==> src/rtl/request_unit_pkg.sv <==
// request_unit_pkg: shared request-sequencer state type
package request_unit_pkg;
  typedef enum logic [1:0] {FETCH, DMEM, HALTED} reqstate_t;
endpackage

==> src/rtl/request_unit_sat_counter.sv <==
// sat_counter: up-counter that sticks at all-ones
module sat_counter #(parameter int W = 32) (
  input  logic         CLK,
  input  logic         RST,
  input  logic         inc,
  output logic [W-1:0] count
);
  logic [W-1:0] count_q, count_d;
  always_comb count_d = (inc && !(&count_q)) ? count_q + 1'b1 : count_q;
  always_ff @(posedge CLK) count_q <= RST ? '0 : count_d;
  assign count = count_q;
endmodule

==> src/rtl/request_unit.sv <==
// request_unit: sequences fetch/data requests, PC-advance, sticky halt/error and perf counters
module request_unit
  import request_unit_pkg::*;
#(
  parameter int CNT_W        = 32,
  parameter int DMEM_TIMEOUT = 1024
) (
  input  logic             CLK,
  input  logic             RST,
  input  logic             cu_dREN,
  input  logic             cu_dWEN,
  input  logic             cu_halt,
  input  logic             ihit,
  input  logic             dhit,
  output logic             iREN,
  output logic             dREN,
  output logic             dWEN,
  output logic             pc_en,
  output logic             halt,
  output logic             err,
  output logic [CNT_W-1:0] instr_cnt,
  output logic [CNT_W-1:0] stall_cnt
);
  localparam int TW = $clog2(DMEM_TIMEOUT + 1);
  localparam logic [TW-1:0] TMO_LAST = TW'(DMEM_TIMEOUT - 1);
  reqstate_t state_q, state_d;
  logic dren_q, dren_d, dwen_q, dwen_d, halt_q, halt_d, err_q, err_d;
  logic [TW-1:0] tmo_q, tmo_d;
  logic retire, stall;
  always_comb begin
    state_d = state_q;
    dren_d  = dren_q;
    dwen_d  = dwen_q;
    halt_d  = halt_q;
    err_d   = err_q;
    tmo_d   = tmo_q;
    pc_en   = 1'b0;
    retire  = 1'b0;
    stall   = 1'b0;
    case (state_q)
      FETCH:
        if (!ihit) stall = 1'b1;
        else if (cu_halt) begin
          state_d = HALTED;
          halt_d  = 1'b1;
          retire  = 1'b1;
        end else if (cu_dREN && cu_dWEN) begin
          state_d = HALTED;
          halt_d  = 1'b1;
          err_d   = 1'b1;
        end else if (cu_dREN || cu_dWEN) begin
          state_d = DMEM;
          dren_d  = cu_dREN;
          dwen_d  = cu_dWEN;
          tmo_d   = '0;
        end else begin
          pc_en  = 1'b1;
          retire = 1'b1;
        end
      DMEM:
        if (dhit) begin
          state_d = FETCH;
          pc_en   = 1'b1;
          retire  = 1'b1;
          dren_d  = 1'b0;
          dwen_d  = 1'b0;
          tmo_d   = '0;
        end else begin
          stall = 1'b1;
          if (tmo_q == TMO_LAST) begin
            state_d = HALTED;
            halt_d  = 1'b1;
            err_d   = 1'b1;
            dren_d  = 1'b0;
            dwen_d  = 1'b0;
          end else tmo_d = tmo_q + 1'b1;
        end
      default: ;
    endcase
  end
  always_ff @(posedge CLK) begin
    if (RST) begin
      state_q <= FETCH;
      dren_q  <= 1'b0;
      dwen_q  <= 1'b0;
      halt_q  <= 1'b0;
      err_q   <= 1'b0;
      tmo_q   <= '0;
    end else begin
      state_q <= state_d;
      dren_q  <= dren_d;
      dwen_q  <= dwen_d;
      halt_q  <= halt_d;
      err_q   <= err_d;
      tmo_q   <= tmo_d;
    end
  end
  assign iREN = (state_q == FETCH);
  assign dREN = dren_q;
  assign dWEN = dwen_q;
  assign halt = halt_q;
  assign err  = err_q;
  sat_counter #(.W(CNT_W)) u_instr (.CLK(CLK), .RST(RST), .inc(retire), .count(instr_cnt));
  sat_counter #(.W(CNT_W)) u_stall (.CLK(CLK), .RST(RST), .inc(stall),  .count(stall_cnt));
endmodule

==> config.mk <==
export PLATFORM = sky130hd
export DESIGN_NAME = request_unit
export DESIGN_NICKNAME = d
export VERILOG_FILES = /design/src/rtl/request_unit_pkg.sv /design/src/rtl/request_unit_sat_counter.sv /design/src/rtl/request_unit.sv
export SDC_FILE = /design/constraint.sdc
export NUM_CORES = 1
export LEC_CHECK = 0
export BUFFER_PORTS_ARGS = -buffer_cell sky130_fd_sc_hd__buf_2
export CORE_AREA = 10 10 95 118
export CTS_CLUSTER_DIAMETER = 150
export CTS_CLUSTER_SIZE = 24
export DETAILED_ROUTE_END_ITERATION = 8
export DIE_AREA = 0 0 105 128
export GPL_TIMING_DRIVEN = 0
export PLACE_DENSITY = 0.81
export SLEW_MARGIN = 10
export SYNTH_ARGS = -nofsm -noshare
export SYNTH_HDL_FRONTEND = slang
export SYNTH_HIERARCHICAL = 1
export SYNTH_SLANG_ARGS = --single-unit
==> constraint.sdc <==
create_clock -name CLK -period 4.41 [get_ports CLK]
set_input_delay 0.2205 -clock CLK [delete_from_list [all_inputs] [get_ports CLK]]
set_output_delay 0.2205 -clock CLK [all_outputs]
set_load 0.01 [all_outputs]
==> impl_metrics.csv <==
group,metric,value,unit
power,seq_power_share,0.422,
sta,post-route-min-period,2.82,ns
power,switching_power,0.393,mW
synth,avgSynthCellArea,8.55,µm²
job,maxCapViolations,0,
place,place_congestion,0.843,
setup_path,worstPathArrival,3.09,ns
setup_path,cp_cell_sequence,"buf_6, or3b_4, o31ai_1, clkbuf_1, nand4_1, a31o_2, clkbuf_1, or3_1, a21oi_1",
synth,synth_commonest_cells,"dfxtp_1, a21oi_1, nor2_1",
power,cellLeakagePower,1.91,nW
cts,htree_levels,3,
sta,max_freq,355,MHz
cts,ctsHoldBuffers,0,
place,dp_hpwl,8.89,mm
synth,synth_area,4370,µm²
die,die_w,105,µm
global_routing,grt_pass1_vias,4395,
synth,netlist.top_cell.by_area,"dfxtp_1",
drt,drt_iter0_markers,275,
cts,clk_path_buf_depth,2,
synth,synth-seq-cells,81,
cells_and_area,utilization,0.587,
die,boundaryPins,77,
drt,dr_total_vias,4416,
sta,fin_setup_tns,0,ns
cells_and_area,diodes,0,
setup_path,crit_slowest_cell,"or3b_4",
global_routing,grt_usage,0.183,
cts,cts_sinks,81,
cells_and_area,areaGrowthSynthToFinish,20.6,%
sta,setup_viol,0,
setup_path,critical_path.max_fanout,10,
power,intPower,1.39,mW
synth,yosysTopAreaCellShare,0.371,
worst_hold_path,hp-class,"input port to flip-flop",
cts,cts_tree,"built",
sta,rsz0062_at_grt,"no",
sta,worst_pin_slew,0.859,ns
sta,fin_skew,0.00847,ns
setup_path,path_common_cell,"clkbuf_1",
drt,drc,0,
sta,whs,0.187,ns
cts,clk_latency,0.34,ns
sta,finalCritPeriodShare,0.639,
die,initial_core_util,0.487,
setup_path,slowest_delay,0.41,ns
die,design.core.area,8980,µm²
synth,synth_top_cells_by_area,"dfxtp_1, a21oi_1, or3_1",
synth,synth_edf_count,0,
setup_path,critPathKind,"flip-flop to flip-flop",
synth,synthArstFlopShare,0,
power,combPwrFrac,0.061,
setup_path,crit_path_start_kind,"flip-flop",
global_routing,gr-total-overflow,0,
outcome,outcome,"complete, no violations",
cts,root_buffer,"clkbuf_16",
drt,vias_per_cell,6.08,
sta,maxSlewViolCount,0,
synth,yosysWarnings,6,
cts,clk_pin_slew_worst_paths,0.06,ns
sta,maxSlewHeadroom,0.427,
synth,synth_most_common_cell,"dfxtp_1",
drt,drtPass1Iterations,5,
cts,cts-resized-gates,0,
global_routing,antenna_found_initial,0,
setup_path,required,4.68,ns
power,clkPwrFrac,0.517,
cts,numCtsBuffers,9,
cells_and_area,fin_nets,608,
power,irDropWorstVdd,0.251,mV
synth,syn_inst,511,
global_routing,grt_pass1_wl,20.8,mm
power,swShare,0.220,
setup_path,end_kind,"flip-flop",
synth,yosysUniqueCellTypes,62,
global_routing,grt_max_degree,15,
sta,hold_violations,0,
cts,postCtsSetupBuffers,0,
setup_path,cp_top_family,"simple AND/OR/NAND/NOR gates",
die,fp-row-count,39,
place,portBuffers,76,
drt,ant_nets,0,
die,dieArea,13400,µm²
power,power_density,338,nW/µm²
synth,synth_seq_area_share,0.371,
synth,synth_top_flop_cell,"dfxtp_1",
cells_and_area,drive_gt1_frac,0.222,
setup_path,path_buf_inv,3,
synth,synth_nets,521,
drt,wl,12.3,mm
drt,detail_route.wl_per_cell,17.0,µm
die,die-height,128,µm
[area by class of cell]
class / count / area (µm²)
clock inverters: 7 / 143
fillers: 811 / 3710
well taps: 123 / 154
multi-input cells: 397 / 2590
repair buffers: 76 / 380
flip-flops and latches: 81 / 1620
plain buffers: 20 / 104
clock buffers: 9 / 225
inverters: 13 / 48.8
[flip-flops by register name (all words and copies together), names as in the netlist]
register       flops
dREN               1
dWEN               1
err                1
halt               1
state_q            2
tmo_q             11
u_instr/count     32
u_stall/count     32
[kinds of logic (layout without fill, tap and decap cells)]
kind of cell / count (synthesis) / in the layout / share of synthesized area
AO/OA/AOI/OAI: 135 / 135 / 0.203
XOR/XNOR: 18 / 18 / 0.0361
adder cells (fa/ha/maj): 3 / 3 / 0.00859
buffers and inverters: 33 / 125 / 0.0349
flip-flops: 81 / 81 / 0.371
multiplexers: 6 / 6 / 0.0155
AND/OR/NAND/NOR: 235 / 235 / 0.331
[per-stage QoR]
stage               setup WS, ns  power [mW]  instance area (µm²)  instances
floorplan                   2.07       0.838                 4370        511
global placement            1.71       0.873                 4900        710
detailed placement          1.68       0.877                 4900        710
CTS                         1.64        1.80                 5270        726
global route                1.43        1.84                 5270        726
finish                      1.59        1.78                 5270        726
[worst register-to-register path: cells and delay by family (launching register included)]
family | cells | cell delay [ns]
buffers and inverters | 3 | 0.74
and+or+nand+nor | 3 | 1.11
DFF | 1 | 0.32
AOI/OAI and AO/OA | 3 | 0.58
[power groups by stage]
stage               combinational (mW)  clock [mW]  sequential, mW
CTS                              0.108       0.936           0.753
finish                           0.109       0.921           0.753
global route                     0.120       0.969           0.754
detailed placement               0.108           0           0.769
global placement                 0.104           0           0.768
floorplan                       0.0676           0           0.770
[cell usage in the layout (no fill, tap or decap), types with 8 or more instances in the layout]
master and n:
nand4_1 16, nand2_1 31, or4_1 18, o31ai_1 19, clkbuf_1 12, o21ai_1 10, nor2_1 37, a21oi_1 59
clkbuf_16 9, dfxtp_1 81, and4_1 10, or3_1 29, inv_1 13, nand3_1 28, buf_2 81, o21ai_0 24
and3_1 8, nor3_1 11, xnor2_1 12
[per-layer routing]
layer / share of wire / routed length (µm) / vias up / track usage
li1: - / - / 2126 / -
met1: 0.41 / 5010 / 2083 / 0.204
met2: 0.50 / 6150 / 179 / 0.317
met3: 0.069 / 851 / 28 / 0.0528
met4: 0.024 / 296 / 0 / 0.0817
met5: 0 / 0 / - / 0
[worst paths after layout]
check / start / cells after the start / to / slack [ns]
worst max register to register: state_q[0] / 9 / u_stall/count[18] / 1.59
worst max-delay path: state_q[0] / 9 / u_stall/count[18] / 1.59
worst min-delay path: cu_dWEN / 3 / dWEN / 0.19
worst min register to register: err / 1 / err / 0.47
Note: power is estimated with default switching activity, not from simulation.
